$ cat src/rtl/qspi_pkg.sv
// +------------------------------------------------------------------+
// | qspi_pkg : shared types and constants for the QSPI bus arbiter   |
// | Revision : 1.0                                                   |
// +------------------------------------------------------------------+
`default_nettype none

package qspi_pkg;

  localparam int QSPI_IO_W       = 4;
  localparam int TURN_CYCLES_DEF = 2;
  localparam int MAX_HOLD_DEF    = 4096;

  typedef enum logic [1:0] {
    IDLE   = 2'd0,
    OWN_FL = 2'd1,
    OWN_PS = 2'd2,
    TURN   = 2'd3
  } state_e;

  typedef enum logic {
    FL = 1'b0,
    PS = 1'b1
  } owner_e;

  // Round-robin pick: on a tie the requester that did not own the bus last wins.
  function automatic state_e arbitrate(input logic fl_req, input logic ps_req,
                                       input owner_e last_owner);
    if (fl_req && ps_req) return (last_owner == PS) ? OWN_FL : OWN_PS;
    if (fl_req)           return OWN_FL;
    if (ps_req)           return OWN_PS;
    return IDLE;
  endfunction

endpackage

`default_nettype wire

$ cat src/rtl/qspi_pad_mux.sv
// +------------------------------------------------------------------+
// | qspi_pad_mux : combinational pad steering, safe values unless    |
// |                a controller owns the bus                         |
// | Revision : 1.0                                                   |
// +------------------------------------------------------------------+
`default_nettype none

module qspi_pad_mux
  import qspi_pkg::*;
(
  input  state_e               state_i,
  input  logic                 fl_ce_n_i,
  input  logic                 fl_sclk_i,
  input  logic [QSPI_IO_W-1:0] fl_io_out_i,
  input  logic [QSPI_IO_W-1:0] fl_io_oe_i,
  input  logic                 ps_ce_n_i,
  input  logic                 ps_sclk_i,
  input  logic [QSPI_IO_W-1:0] ps_io_out_i,
  input  logic [QSPI_IO_W-1:0] ps_io_oe_i,
  output logic                 pad_ce0_n_o,
  output logic                 pad_ce1_n_o,
  output logic                 pad_sclk_ps_o,
  output logic                 pad_sclk_fl_o,
  output logic [QSPI_IO_W-1:0] pad_io_out_o,
  output logic [QSPI_IO_W-1:0] pad_io_oe_o
);

  always_comb begin
    pad_ce0_n_o   = 1'b1;
    pad_ce1_n_o   = 1'b1;
    pad_sclk_ps_o = 1'b0;
    pad_sclk_fl_o = 1'b0;
    pad_io_out_o  = '0;
    pad_io_oe_o   = '0;
    case (state_i)
      OWN_FL: begin
        pad_ce1_n_o   = fl_ce_n_i;
        pad_sclk_fl_o = fl_sclk_i;
        pad_io_out_o  = fl_io_out_i;
        pad_io_oe_o   = fl_io_oe_i;
      end
      OWN_PS: begin
        pad_ce0_n_o   = ps_ce_n_i;
        pad_sclk_ps_o = ps_sclk_i;
        pad_io_out_o  = ps_io_out_i;
        pad_io_oe_o   = ps_io_oe_i;
      end
      default: ;
    endcase
  end

endmodule

`default_nettype wire

$ cat src/rtl/qspi_bus_arbiter.sv
// +------------------------------------------------------------------+
// | qspi_bus_arbiter : round-robin owner of the shared QSPI pins     |
// |   with guaranteed idle turnaround. Optional grant-hold timeout   |
// |   enabled by defining QSPI_ARB_TIMEOUT_EN.                       |
// | Revision : 1.0                                                   |
// +------------------------------------------------------------------+
`default_nettype none

module qspi_bus_arbiter
  import qspi_pkg::*;
#(
  parameter int TURN_CYCLES = TURN_CYCLES_DEF,
  parameter int MAX_HOLD    = MAX_HOLD_DEF
) (
  input  logic                 clk,
  input  logic                 rst,
  input  logic                 fl_req_i,
  output logic                 fl_gnt_o,
  input  logic                 fl_ce_n_i,
  input  logic                 fl_sclk_i,
  input  logic [QSPI_IO_W-1:0] fl_io_out_i,
  input  logic [QSPI_IO_W-1:0] fl_io_oe_i,
  input  logic                 ps_req_i,
  output logic                 ps_gnt_o,
  input  logic                 ps_ce_n_i,
  input  logic                 ps_sclk_i,
  input  logic [QSPI_IO_W-1:0] ps_io_out_i,
  input  logic [QSPI_IO_W-1:0] ps_io_oe_i,
  output logic                 pad_ce0_n_o,
  output logic                 pad_ce1_n_o,
  output logic                 pad_sclk_ps_o,
  output logic                 pad_sclk_fl_o,
  output logic [QSPI_IO_W-1:0] pad_io_out_o,
  output logic [QSPI_IO_W-1:0] pad_io_oe_o,
  input  logic [QSPI_IO_W-1:0] pad_io_in_i,
  output logic [QSPI_IO_W-1:0] io_in_o,
  output logic                 timeout_err_o
);

  if (TURN_CYCLES < 1 || TURN_CYCLES > 15 || MAX_HOLD < 16 || MAX_HOLD > 65535) begin : g_param_check
    $error("qspi_bus_arbiter: TURN_CYCLES or MAX_HOLD out of range");
  end

  localparam logic [3:0] c_TURN_LOAD = 4'(TURN_CYCLES - 1);

  state_e     state_q, state_d;
  owner_e     last_q, last_d;
  logic [3:0] turn_q, turn_d;
  logic       fl_gnt_q, ps_gnt_q;

`ifdef QSPI_ARB_TIMEOUT_EN
  localparam logic [15:0] c_HOLD_LIM = 16'(MAX_HOLD - 1);
  logic [15:0] hold_q, hold_d;
  logic        tmo_q, tmo_d;
  logic        hold_lim;
  assign hold_lim = (hold_q >= c_HOLD_LIM);
`endif

  always_comb begin
    state_d = state_q;
    last_d  = last_q;
    turn_d  = turn_q;
`ifdef QSPI_ARB_TIMEOUT_EN
    tmo_d   = 1'b0;
`endif
    case (state_q)
      IDLE: state_d = arbitrate(fl_req_i, ps_req_i, last_q);
      OWN_FL: begin
        if (!fl_req_i && fl_ce_n_i) begin
          state_d = TURN;
          turn_d  = c_TURN_LOAD;
          last_d  = FL;
        end
`ifdef QSPI_ARB_TIMEOUT_EN
        else if (hold_lim && ps_req_i) begin
          state_d = TURN;
          turn_d  = c_TURN_LOAD;
          last_d  = FL;
          tmo_d   = 1'b1;
        end
`endif
      end
      OWN_PS: begin
        if (!ps_req_i && ps_ce_n_i) begin
          state_d = TURN;
          turn_d  = c_TURN_LOAD;
          last_d  = PS;
        end
`ifdef QSPI_ARB_TIMEOUT_EN
        else if (hold_lim && fl_req_i) begin
          state_d = TURN;
          turn_d  = c_TURN_LOAD;
          last_d  = PS;
          tmo_d   = 1'b1;
        end
`endif
      end
      TURN: begin
        // Final turnaround cycle doubles as IDLE so a waiting requester sees no bubble.
        if (turn_q == 4'd0) state_d = arbitrate(fl_req_i, ps_req_i, last_q);
        else                turn_d  = turn_q - 4'd1;
      end
      default: state_d = IDLE;
    endcase
  end

`ifdef QSPI_ARB_TIMEOUT_EN
  always_comb begin
    hold_d = 16'd0;
    if (state_q == OWN_FL || state_q == OWN_PS)
      hold_d = (hold_q == 16'hFFFF) ? hold_q : hold_q + 16'd1;
  end
`endif

  always_ff @(posedge clk or posedge rst) begin
    if (rst) begin
      state_q  <= IDLE;
      last_q   <= PS;
      turn_q   <= 4'd0;
      fl_gnt_q <= 1'b0;
      ps_gnt_q <= 1'b0;
`ifdef QSPI_ARB_TIMEOUT_EN
      hold_q   <= 16'd0;
      tmo_q    <= 1'b0;
`endif
    end else begin
      state_q  <= state_d;
      last_q   <= last_d;
      turn_q   <= turn_d;
      fl_gnt_q <= (state_d == OWN_FL);
      ps_gnt_q <= (state_d == OWN_PS);
`ifdef QSPI_ARB_TIMEOUT_EN
      hold_q   <= hold_d;
      tmo_q    <= tmo_d;
`endif
    end
  end

  assign fl_gnt_o = fl_gnt_q;
  assign ps_gnt_o = ps_gnt_q;
  assign io_in_o  = pad_io_in_i;

`ifdef QSPI_ARB_TIMEOUT_EN
  assign timeout_err_o = tmo_q;
`else
  assign timeout_err_o = 1'b0;
`endif

  qspi_pad_mux u_pad_mux (
    .state_i       (state_q),
    .fl_ce_n_i     (fl_ce_n_i),
    .fl_sclk_i     (fl_sclk_i),
    .fl_io_out_i   (fl_io_out_i),
    .fl_io_oe_i    (fl_io_oe_i),
    .ps_ce_n_i     (ps_ce_n_i),
    .ps_sclk_i     (ps_sclk_i),
    .ps_io_out_i   (ps_io_out_i),
    .ps_io_oe_i    (ps_io_oe_i),
    .pad_ce0_n_o   (pad_ce0_n_o),
    .pad_ce1_n_o   (pad_ce1_n_o),
    .pad_sclk_ps_o (pad_sclk_ps_o),
    .pad_sclk_fl_o (pad_sclk_fl_o),
    .pad_io_out_o  (pad_io_out_o),
    .pad_io_oe_o   (pad_io_oe_o)
  );

endmodule

`default_nettype wire

$ cat config.mk
export PLATFORM = sky130hd
export DESIGN_NAME = qspi_bus_arbiter
export DESIGN_NICKNAME = d
export VERILOG_FILES = /design/src/rtl/qspi_pkg.sv /design/src/rtl/qspi_pad_mux.sv /design/src/rtl/qspi_bus_arbiter.sv
export SDC_FILE = /design/constraint.sdc
export NUM_CORES = 1
export LEC_CHECK = 0
export BUFFER_PORTS_ARGS = -buffer_cell sky130_fd_sc_hd__clkbuf_2
export CORE_ASPECT_RATIO = 1.4
export CORE_MARGIN = 4
export CORE_UTILIZATION = 38
export DETAILED_ROUTE_END_ITERATION = 10
export GPL_TIMING_DRIVEN = 0
export PLACE_DENSITY_LB_ADDON = 0.15
export SLEW_MARGIN = 30
export SYNTH_ARGS = -nofsm -noshare
export SYNTH_HDL_FRONTEND = slang
export SYNTH_SLANG_ARGS = --single-unit
$ cat constraint.sdc
create_clock -name clk -period 1.7 [get_ports clk]
set_clock_uncertainty 0.05 [all_clocks]
set_input_delay 0.34 -clock clk [delete_from_list [all_inputs] [get_ports clk]]
set_output_delay 0.34 -clock clk [all_outputs]
set_load 0.005 [all_outputs]
* Yosys cells after proc, flatten, opt, wreduce, memory -nomap -nowiden *
Cells that the tools add are included.

word-level totals
  output and inout port bits = 19
  bits in registers = 9

operators by class
  multiplexer cells = 45
  reduce and logical (&&, ||, !) cells = 11
  add/subtract/negate cells = 1
  eq/ne operators = 8

operators with widths
  kind                   count
  $mux W2                13
  $mux W1                24
  $pmux W4 S2            2
  $mux W4                3
  $pmux W4 S3            1
  $pmux W2 S4            1
  $eq A2 B2 Y1 const B   3
  $ne A2 B2 Y1 const B   3
  $eq A2 B1 Y1 const B   2
  $logic_not A4 Y1       1
  $reduce_and A4 Y1      1
  $sub A4 B1 Y4 const B  1
  $logic_and A1 B1 Y1    3
  $reduce_and A3 Y1      1
  $reduce_bool A3 Y1     1
  $logic_not A1 Y1       2
  $logic_not A2 Y1       1
  $pmux W1 S2            1
  $reduce_bool A2 Y1     1

* Logic depth before layout (Yosys ltp) *
Gate-level depths: netlist of the first run.

  word-level depth = 17
  mapped depth = 6
  gate-level depth less buffers = 6

* Hierarchy *
Synthesis of the first run repeated with hierarchy kept, for this count alone.

second synthesis, totals
  cells, all modules = 93
  area total of the unflattened synthesis = 903.4 um^2

modules (own cells, without submodules)
  module            instances  area an instance (um^2)  cells an instance
  qspi_bus_arbiter  1          668.1                    66
  qspi_pad_mux      1          235.2                    27

* Least setup slack after synthesis of the first run *
OpenSTA, ideal clock, no wires.

  kind = register to output
  start point = reg state_q[0]
  end point = out pad_io_out_o[2]
  data arrival time = 1.243 ns
  buffers on the path = 1
  path slack = 0.067 ns
  required time = 1.310 ns
  cell stages (with the launch flop) = 6
  cell sequence = dfrtp_1 inv_1 ha_1 clkbuf_1 a22oi_1 nor2b_1

on the way
  word-level cells in the longest chain between the ends = 2
  elaborated cells between the ends (all ways) = 3
  classes of those cells = 2 x eq/ne; 1 x mux

ends and longest elaborated chain
  what                                                 line                     RTL
  start: declaration                                   qspi_bus_arbiter.sv:46   state_e state_q, state_d;
  start signal: assignment                             qspi_bus_arbiter.sv:127  state_q <= state_d;
  $eq A2 B2 Y1 / $eq A2 B1 Y1 (equally long branches)  qspi_pad_mux.sv:35       case (state_i)
  $pmux W4 S2 (*)                                      qspi_pad_mux.sv:35
  end: declaration                                     qspi_bus_arbiter.sv:33   output logic [QSPI_IO_W-1:0] pad_io_out_o,

Every way passes the cells marked *; elsewhere a longest branch is shown, timed or not.

* Worst setup path after layout of the first run *
  start point = reg state_q[0]
  end point = out pad_io_oe_o[3]

on the way
  word-level cells in the longest chain between the ends = 2
  elaborated cells between the ends (all ways) = 3
  classes of those cells = 2 x eq/ne; 1 x mux

ends and longest elaborated chain
  what                                                 line                    RTL
  $eq A2 B2 Y1 / $eq A2 B1 Y1 (equally long branches)  qspi_pad_mux.sv:35
  $pmux W4 S2 (*)                                      qspi_pad_mux.sv:35
  end: declaration                                     qspi_bus_arbiter.sv:34  output logic [QSPI_IO_W-1:0] pad_io_oe_o,

Marked as above.

==> flow_metrics.tcl, run 1 <==
set metrics [dict create \
    synth.most_common_cell "nor2b_1" \
    fillers 155 \
    report.final.hold_viol_count 0 \
    power_switching_mw 0.978 \
    crit_family "flip-flops" \
    route.detailed.wl_per_inst_um 14.3 \
    finish.net_count 180 \
    proportion_of_synthesized_area_in_mux_cells_pct 1.26 \
    syn_area_um2 796 \
    failed_checks "setup timing" \
    postLayoutSetupSlackWorst_ns -0.177 \
    gp_routability_congestion 0.722 \
    hold_path_class "flip-flop to flip-flop" \
    floorplan.core_area_um2 1970 \
    route.detailed.drc 0 \
    initial_core_utilization_pct 40.3 \
    endpoint_kind "output pin" \
    clock_tree.root_cell "clkbuf_4" \
    cp_max_stage_delay_ns 0.43 \
    p_seq_share_pct 17.0 \
    fp.dieArea_um2 2900 \
    detailedRoute.firstPassIterationCount 4 \
    final.hold.worst_slack_ns 0.503 \
    first_pass_grt_wire_length_um 3250 \
    synth.top_cells.by_area "dfrtp_1, ha_1, a22oi_1, nor2b_1, buf_4" \
    largest_family_of_logic_cells_by_synthesized_area "simple AND/OR/NAND/NOR gates" \
    area.growth.synth_to_final_pct 66.2 \
    fmax_mhz 533 \
    slew_violations 0 \
    fin_setup_tns_ns -1.24 \
    worst_skew_pair.late_latency_ns 0.26 \
    synthXorXnorAreaFrac_pct 0 \
    internal-power_mw 1.47 \
    grt_max_degree 11 \
    vdd_ir_drop_max_mv 1.09 \
    yosys_most_used_dff "dfrtp_1" \
    syn_inst 87 \
    critical_path_required_ns 1.31 \
    synth_top_area_share_pct 25.2 \
    share_of_cells_above_drive_strength_1_pct 62.3 \
    globalRouteTotalUtil_pct 14.8 \
    cpMaxStageDelayCell "dfrtp_1" \
    drt-total-wl_um 2390 \
    tritoncts "done" \
    timing.critical_path.buf_inv 3 \
    status "finished, violations left" \
    post-route-min-period_ns 1.88 \
    setup.worst_path.class "flip-flop to output pin" \
    max-clock-path-buffers 2 \
    ordered_cell_list_for_the_critical_path "inv_2 -> ha_4 -> clkbuf_16 -> a22oi_2 -> nor2b_1 -> clkbuf_2" \
    std_cell_rows 19 \
    num_antenna_cells 0 \
    synth_cell_type_count 36 \
    num_vias 877 \
    grt.overflow.total 0 \
    setup.reg_to_reg.worst_slack_ns 0.01 \
    report.final.setup_viol 11 \
    die-width_um 46.7 \
    port_buffers 41 \
    grt_pass1_vias 783 \
    ios 47 \
    vias_per_cell 5.25 \
    synth_enable_flop_cells 0 \
    power.switching_fraction_pct 40.0 \
    post_synth_most_frequent_cells "nor2b_1, a22oi_1, dfrtp_1" \
    worst_setup_hold_path_clk_slew_ns 0.06 \
    power.leakage_nw 0.646 \
    synth_simple_gate_area_share_pct 27.4 \
    first_iter_violations 10 \
    syn-mean-instance-area_um2 9.15 \
    synth.yosys.warnings 0 \
    place_hpwl_um 1490 \
    clock_buffer_count_from_cts 3 \
    fin_crit_sh_pct 110 \
    clock_group_share_of_total_power_pct 6.7 \
    numClockSinks 9 \
    synth.yosys.seq_area_share_pct 28.5 \
    pwr-share-comb_pct 76.3 \
    grt_setup_unrepaired "true" \
    ant_nets 0 \
    critical_path_peak_fanout 6 \
    critical_path.startpoint_type "flip-flop" \
    antenna_found_initial 0 \
    power.density_nw_per_um2 1850 \
    post_synth_fa_ha_maj_area_fraction_pct 7.86 \
    htree_num_levels 1 \
    maxCapViolations 0 \
    synth-async-reset-ratio_pct 100 \
    synthesis.nets 120 \
    ys_ff_latch 9 \
    synth_area_leader_cell "dfrtp_1" \
    synth_compound_area_share_pct 25.6 \
    die_height_um 62.1 \
    worst-endpoint-arrival_ns 1.49 \
]
==> layer usage <==
| metal | wire length, um | GRT usage [%] | share of wire [%] | vias up |
|---|---|---|---|---|
| met1 | 869 | 15.0 | 36 | 411 |
| met2 | 1290 | 27.9 | 54 | 34 |
| met3 | 163 | 0.867 | 6.8 | 7 |
| met5 | 0 | 0 | 0 | - |
| met4 | 68 | 7.27 | 2.8 | 0 |
| li1 | - | - | - | 425 |
==> cells in the final DEF, fill, tap and decap left out, drive strengths merged, types with 3 or more instances in the layout <==
| cell | instances |
|---|---|
| o21ai | 3 |
| a22oi | 9 |
| buf | 20 |
| and2 | 4 |
| inv | 6 |
| clkbuf | 46 |
| ha | 5 |
| nand2b | 6 |
| nor2b | 9 |
| dfrtp | 8 |
| nand2 | 3 |
==> worst reg2reg max path: cells and delay by family (launching register included) <==
family / cells / cell delay (ns)
simple gates: 1 / 0.09
compound gates: 2 / 0.42
buf+inv: 3 / 0.44
fa+ha+maj: 1 / 0.18
flops: 1 / 0.41
==> final timing paths <==
path                                        from               endpoint  cells after the start
hold / removal             turn_q[0]$_DFFE_PP0P_  turn_q[0]$_DFFE_PP0P_                      1
setup reg to reg            state_q[1]$_DFF_PP0_  turn_q[0]$_DFFE_PP0P_                      7
min in group asynchronous                    rst  turn_q[1]$_DFFE_PP0P_                      3
hold reg to reg            turn_q[0]$_DFFE_PP0P_  turn_q[0]$_DFFE_PP0P_                      1
max in group asynchronous                    rst     last_q$_DFFE_PP1P_                      3
setup / recovery            state_q[0]$_DFF_PP0_         pad_io_oe_o[3]                      6
==> flip-flops by register name, summed over array words and instances, names as in the netlist <==
| signal | cells |
|---|---|
| state_q | 2 |
| fl_gnt_o | 1 |
| last_q | 1 |
| ps_gnt_o | 1 |
| turn_q | 4 |
==> logic make-up (layout without fill, tap and decap cells) <==
kind of cell,count (synthesis),in the layout
buffers and inverters,14,73
muxes,1,1
and+or+nand+nor,32,32
AOI/OAI and AO/OA,25,25
adders and majority gates,5,5
DFF,9,9
other,1,1
==> area by class of cell <==
cell class | count | area (um2) | area share [%]
clock buffer | 4 | 26.3 | 1.99
tap | 21 | 26.3 | 1.99
timing repair buffer | 56 | 360 | 27.2
inverter | 6 | 22.5 | 1.70
sequential | 9 | 226 | 17.1
buffer | 7 | 77.6 | 5.87
multi-input combinational | 64 | 583 | 44.1
==> power by group through the flow <==
stage,clock [mW],sequential [mW],combinational [mW]
after floorplan,0,0.401,0.900
after global placement,0,0.410,1.21
after detailed placement,0,0.414,1.23
after CTS,0.168,0.417,1.55
after global routing,0.184,0.429,2.04
final,0.163,0.416,1.87
==> through the flow <==
step / cell area (um2) / power (mW) / cells / setup slack (ns) / utilization (%)
2_1_floorplan: 796 / 1.30 / 87 / 0.0666 / -
6_report: 1320 / 2.44 / 167 / -0.177 / 67.0
4_1_cts: 1210 / 2.14 / 159 / -0.138 / 61.1
3_5_place_dp: 1030 / 1.64 / 149 / -0.247 / 52.1
3_3_place_gp: 1030 / 1.62 / 149 / -0.203 / 52.1
5_1_grt: 1320 / 2.66 / 167 / -0.256 / 67.0
==> what timing repair did <==
action / 4_1_cts / 5_1_grt
pin swaps: 1 / 7
setup buffers: 4 / 8
endpoints found under the setup margin: 12 / 19
resized for setup: 22 / 10
hold endpoints to repair: 8 / 0
hold buffers: 1 / 0
cloned: 1 / 1
Note: power is estimated with default switching activity, not from simulation.
==> inputs of run 2 (changes only) <==
Settings changed: SYNTH_HIERARCHICAL set to 1.
==> flow_metrics.tcl, run 2 <==
set metrics [dict create \
    status "finished, violations left" \
    failed_checks "setup timing" \
    gp_routability_congestion 0.818 \
    power.switching_fraction_pct 42.8 \
    clock_buffer_count_from_cts 3 \
    setup.worst_path.class "flip-flop to output pin" \
    most-common-layout-cells "clkbuf_2, a22oi_2, buf_4, nor2_2" \
    timing.reg2reg.worst_path_depth 7 \
    largest_register "turn_q" \
    area.growth.synth_to_final_pct 48.5 \
    num_antenna_cells 0 \
    place_hpwl_um 1670 \
    route.detailed.drc 0 \
    syn_inst 93 \
    fin_crit_sh_pct 102 \
    syn-mean-instance-area_um2 9.71 \
    synth.top_cells.by_area "dfrtp_1, a22oi_2, ha_1, nor2_2, buf_4" \
    synth_cell_type_count 38 \
    synth-async-reset-ratio_pct 100 \
    syn_area_um2 903 \
    port_buffers 41 \
    internal-power_mw 1.45 \
    initial_core_utilization_pct 40.6 \
    worst-endpoint-arrival_ns 1.35 \
    fp.dieArea_um2 3230 \
    die_height_um 65.7 \
    most_common_cell_after_layout_fill_and_taps_aside "clkbuf_2" \
    ys_ff_latch 9 \
    synth.yosys.warnings 6 \
    layout.cell_area.non_filler_um2 1340 \
    synth_enable_flop_cells 0 \
    std_cell_rows 20 \
    post-route-min-period_ns 1.74 \
    grt_pass1_vias 886 \
    synthesis.nets 129 \
    power.density_nw_per_um2 1890 \
    report.final.setup_viol 13 \
    first_iter_violations 9 \
    antenna_found_initial 0 \
    hold_path_class "primary input to asynchronous set/reset pin" \
    htree_num_levels 1 \
    synth_area_leader_cell "dfrtp_1" \
    maxCapViolations 0 \
    numClockSinks 9 \
    synth.yosys.seq_area_share_pct 25.1 \
    clock_group_share_of_total_power_pct 6.4 \
    synth.most_common_cell "a22oi_2" \
    globalRouteTotalUtil_pct 15.0 \
    endpoint_kind "output pin" \
    critical_path.startpoint_type "flip-flop" \
    power_switching_mw 1.08 \
    fmax_mhz 574 \
    max-clock-path-buffers 2 \
    grt_setup_unrepaired "true" \
    drt-total-wl_um 2260 \
    post_synth_most_frequent_cells "a22oi_2, dfrtp_1, ha_1, inv_1, nor2_2" \
    worst_skew_pair.late_latency_ns 0.26 \
    pwr-share-comb_pct 76.9 \
    critical_path_peak_fanout 10 \
    first_pass_grt_wire_length_um 3810 \
    place_area_um2 1140 \
    postLayoutSetupSlackWorst_ns -0.0418 \
    clock_tree.root_cell "clkbuf_4" \
    synth_top_area_share_pct 22.2 \
    num_vias 862 \
    critPathLaunch "state_q[0]$_DFF_PP0_" \
    post-layout-total-power_mw 2.53 \
    yosys_most_used_dff "dfrtp_1" \
    grt_max_degree 11 \
    finish.net_count 180 \
    report.final.hold_viol_count 0 \
    grt.overflow.total 0 \
    tritoncts "done" \
    detailedRoute.firstPassIterationCount 2 \
    vdd_ir_drop_max_mv 1.09 \
    final_core_utilization_pct 60.2 \
    vias_per_cell 5.22 \
    worst_setup_hold_path_clk_slew_ns 0.06 \
    floorplan.core_area_um2 2230 \
    share_of_cells_above_drive_strength_1_pct 69.9 \
    die-width_um 49.2 \
    largest_reg_flops 4 \
    critical_path.reg2reg.startpoint "state_q[0]$_DFF_PP0_" \
    route.detailed.wl_per_inst_um 13.7 \
    final.hold.worst_slack_ns 0.508 \
    largestRegisters "turn_q (4), state_q (2)" \
    p_seq_share_pct 16.8 \
    ant_nets 0 \
    power.leakage_nw 0.627 \
    slew_violations 0 \
    critical_path_required_ns 1.31 \
    ios 47 \
]
run 2: cell count changes after synthesis, moves of 2 or more:
cell / previous run / this run
a22oi_1: 8 / 0
inv_1: 6 / 8
clkbuf_1: 3 / 1
ha_1: 5 / 8
nor2_2: 0 / 8
buf_6: 0 / 2
a22oi_2: 1 / 9
nor2b_1: 9 / 1
run 2: power groups by stage:
stage | clock network [mW] | registers, mW | logic (mW)
floorplan | 0 | 0.406 | 1.08
global placement | 0 | 0.421 | 1.40
detailed placement | 0 | 0.424 | 1.42
CTS | 0.168 | 0.415 | 1.86
global route | 0.175 | 0.432 | 2.14
finish | 0.161 | 0.425 | 1.94
run 2: critical path, stage by stage, from the launching register on:
cell,delay (ns)
dfrtp_2,0.43
buf_12,0.14
ha_4,0.20
a22oi_2,0.18
nor2_2,0.05
clkbuf_2,0.10
run 2: path summary, 6_finish.rpt:
kind / end / slack [ns]
hold reg to reg: turn_q[0]$_DFFE_PP0P_ / 0.54
setup reg to reg: turn_q[2]$_DFFE_PP0P_ / -0.03
setup / recovery: pad_io_oe_o[2] / -0.04
min in group clk: turn_q[0]$_DFFE_PP0P_ / 0.54
max in group asynchronous: last_q$_DFFE_PP1P_ / 0.80
hold / removal: turn_q[3]$_DFFE_PP0P_ / 0.51
run 2: timing repair:
item,in CTS,in global routing
endpoints found under the hold margin,8,0
resized for setup,18,11
pin swaps,8,9
setup buffers,6,0
hold buffers,1,0
endpoints found under the setup margin,14,18
cloned,1,0
run 2: logic make-up after synthesis:
logic type               share of synthesized area (%)
other                                            0.415
adder cells (fa/ha/maj)                           11.1
AND/OR/NAND/NOR                                   24.1
multiplexers                                      2.35
buffers and inverters                             10.9
AO/OA/AOI/OAI                                     26.0
flip-flops                                        25.1
run 2: area by class of cell:
| class | count | area, um2 |
|---|---|---|
| well taps | 22 | 27.5 |
| inverters | 8 | 33.8 |
| flip-flops and latches | 9 | 229 |
| fillers | 196 | 886 |
| clock buffers | 4 | 26.3 |
| multi-input cells | 67 | 664 |
| repair buffers | 49 | 308 |
| plain buffers | 6 | 52.6 |
run 2: layer usage:
metal / up-vias / track usage, % / routed length [um]
met5: - / 0 / 0
met4: 0 / 7.47 / 39
met3: 5 / 5.67 / 284
met2: 49 / 28.9 / 1110
met1: 385 / 13.4 / 833
li1: 423 / - / -
run 2: through the flow:
stage	cells	TNS (ns)	setup slack, ns
3_3_place_gp	156	0	0.0153
5_1_grt	165	-1.43	-0.120
2_1_floorplan	93	0	0.153
6_report	165	-0.378	-0.0418
4_1_cts	165	-0.537	-0.0581
3_5_place_dp	156	-0.0225	-0.0220
==> inputs of run 3 (changes only) <==
==> constraint.sdc (replaced) <==
create_clock -name clk -period 1.7 [get_ports clk]
set_clock_uncertainty 0.05 [all_clocks]
set_input_delay 0 -clock clk [delete_from_list [all_inputs] [get_ports clk]]
set_output_delay 0 -clock clk [all_outputs]
set_load 0.005 [all_outputs]
==> flow_metrics.tcl, run 3 (synthesis results as in run 2) <==
set metrics [dict create \
    place_area_um2 1140 \
    pwr-share-comb_pct 72.2 \
    grt.overflow.total 0 \
    vdd_ir_drop_max_mv 0.963 \
    endpoint_kind "flip-flop" \
    initial_core_utilization_pct 40.6 \
    critical_path.startpoint_type "flip-flop" \
    num_vias 840 \
    grt_setup_unrepaired "true" \
    critical_path_required_ns 1.85 \
    endpoint "ps_gnt_o$_DFF_PP0_" \
    topRoutingLayerUsed "met4" \
    critical_path_peak_fanout 5 \
    post_route_non_filler_standard_cell_count 162 \
    wl_met2_um 888 \
    critPathLaunch "turn_q[0]$_DFFE_PP0P_" \
    fin_crit_sh_pct 96.4 \
    post-route-min-period_ns 1.64 \
    clock_buffer_count_from_cts 3 \
    drt-total-wl_um 1970 \
    layout.cell_area.non_filler_um2 1230 \
    largestRegisters "turn_q (4), state_q (2)" \
    finish.net_count 177 \
    post-layout-total-power_mw 2.13 \
    max-clock-path-buffers 2 \
    worst_skew_pair.late_latency_ns 0.26 \
    port_buffers 41 \
    grt_max_degree 11 \
    tritoncts "done" \
    clock_tree.root_cell "clkbuf_4" \
    htree_num_levels 1 \
    hold_path_class "primary input to output pin" \
    num_antenna_cells 0 \
    largest_reg_flops 4 \
    ant_nets 0 \
    status "complete, no violations" \
    grt_pass1_vias 843 \
    power.leakage_nw 0.606 \
    share_of_cells_above_drive_strength_1_pct 64.3 \
    std_cell_rows 20 \
    worst_r2r_endpoint "ps_gnt_o$_DFF_PP0_" \
    placedCellCount 156 \
    numClockSinks 9 \
    fp.dieArea_um2 3230 \
    place_hpwl_um 1670 \
    power_switching_mw 0.955 \
    final.hold.worst_slack_ns 0.120 \
    power.switching_fraction_pct 44.9 \
    die_height_um 65.7 \
    slew_violations 0 \
    fin_setup_tns_ns 0 \
    worst_setup_hold_path_clk_slew_ns 0.06 \
    gp_routability_congestion 0.818 \
    critical_path.reg2reg.startpoint "turn_q[0]$_DFFE_PP0P_" \
    first_pass_grt_wire_length_um 3460 \
    setup.worst_path.class "flip-flop to flip-flop" \
    largest_register "turn_q" \
    fmax_mhz 610 \
    place_worst_setup_slack_ns -0.0220 \
    die-width_um 49.2 \
    timing.reg2reg.worst_path_depth 7 \
    area.growth.synth_to_final_pct 36.1 \
    most-common-layout-cells "clkbuf_2, a22oi_2, nor2_2" \
    floorplan.core_area_um2 2230 \
    drt-met1-wl_um 772 \
    globalRouteTotalUtil_pct 13.5 \
    maxCapViolations 0 \
    p_seq_share_pct 20.2 \
    postLayoutSetupSlackWorst_ns 0.0611 \
    antenna_found_initial 0 \
    detailedRoute.firstPassIterationCount 4 \
    worst-endpoint-arrival_ns 1.79 \
    final_core_utilization_pct 55.2 \
    power.density_nw_per_um2 1730 \
    report.final.setup_viol 0 \
    most_common_cell_after_layout_fill_and_taps_aside "clkbuf_2" \
    report.final.hold_viol_count 0 \
    setup.reg_to_reg.worst_slack_ns 0.06 \
    detailroute.wirelength.met3_um 269 \
    vias_per_cell 5.19 \
    first_iter_violations 8 \
    route.detailed.wl_per_inst_um 12.2 \
    internal-power_mw 1.17 \
    route.detailed.drc 0 \
    clock_group_share_of_total_power_pct 7.6 \
    ios 47 \
]
[run 3: cell count changes in the layout (fill, tap and decap cells not counted), moves of 2 or more]
cell and delta:
inv_1 +3, a21boi_0 +2, inv_2 -2, buf_4 -2, ha_1 +3, ha_4 -4
[run 3: cell type report]
| type | instances | area (um2) |
|---|---|---|
| fillers | 208 | 997 |
| multi-input cells | 67 | 618 |
| repair buffers | 44 | 234 |
| flip-flops and latches | 9 | 229 |
| plain buffers | 8 | 65.1 |
| inverters | 8 | 30.0 |
| well taps | 22 | 27.5 |
| clock buffers | 4 | 26.3 |
[run 3: worst min path at each step]
stage | startpoint | end | slack [ns] | depth (start not counted)
finish | pad_io_in_i[0] | io_in_o[0] | 0.12 | 2
global route | pad_io_in_i[0] | io_in_o[0] | 0.13 | 2
CTS | pad_io_in_i[0] | io_in_o[0] | 0.12 | 2
detailed placement | rst | ps_gnt_o$_DFF_PP0_ | -0.11 | 2
global placement | rst | ps_gnt_o$_DFF_PP0_ | -0.11 | 2
floorplan | rst | fl_gnt_o$_DFF_PP0_ | -0.22 | 1
[run 3: critical path: stages (launching register included)]
cell,delay [ns]
dfrtp_1,0.42
inv_2,0.09
ha_4,0.13
nor3b_4,0.25
buf_6,0.14
mux2i_1,0.18
and2_4,0.17
o211a_1,0.15
[run 3: what timing repair did]
action / in CTS / in global routing
gates resized for setup: 1 / 12
hold buffers: 1 / 0
setup buffers: 1 / 1
endpoints found under the hold margin: 9 / 0
endpoints found under the setup margin: 3 / 9
pin swaps: 0 / 4
[run 3: routing by layer]
| layer | global-route usage [%] | vias to the layer above |
|---|---|---|
| li1 | - | 415 |
| met1 | 12.3 | 369 |
| met2 | 25.2 | 51 |
| met3 | 5.22 | 5 |
| met4 | 7.47 | 0 |
| met5 | 0 | - |
[run 3: power by group through the flow]
stage	combinational, mW	sequential, mW	clock (mW)
floorplan	1.08	0.406	0
global placement	1.40	0.421	0
detailed placement	1.42	0.424	0
CTS	1.46	0.421	0.168
global route	1.72	0.443	0.175
finish	1.54	0.431	0.161
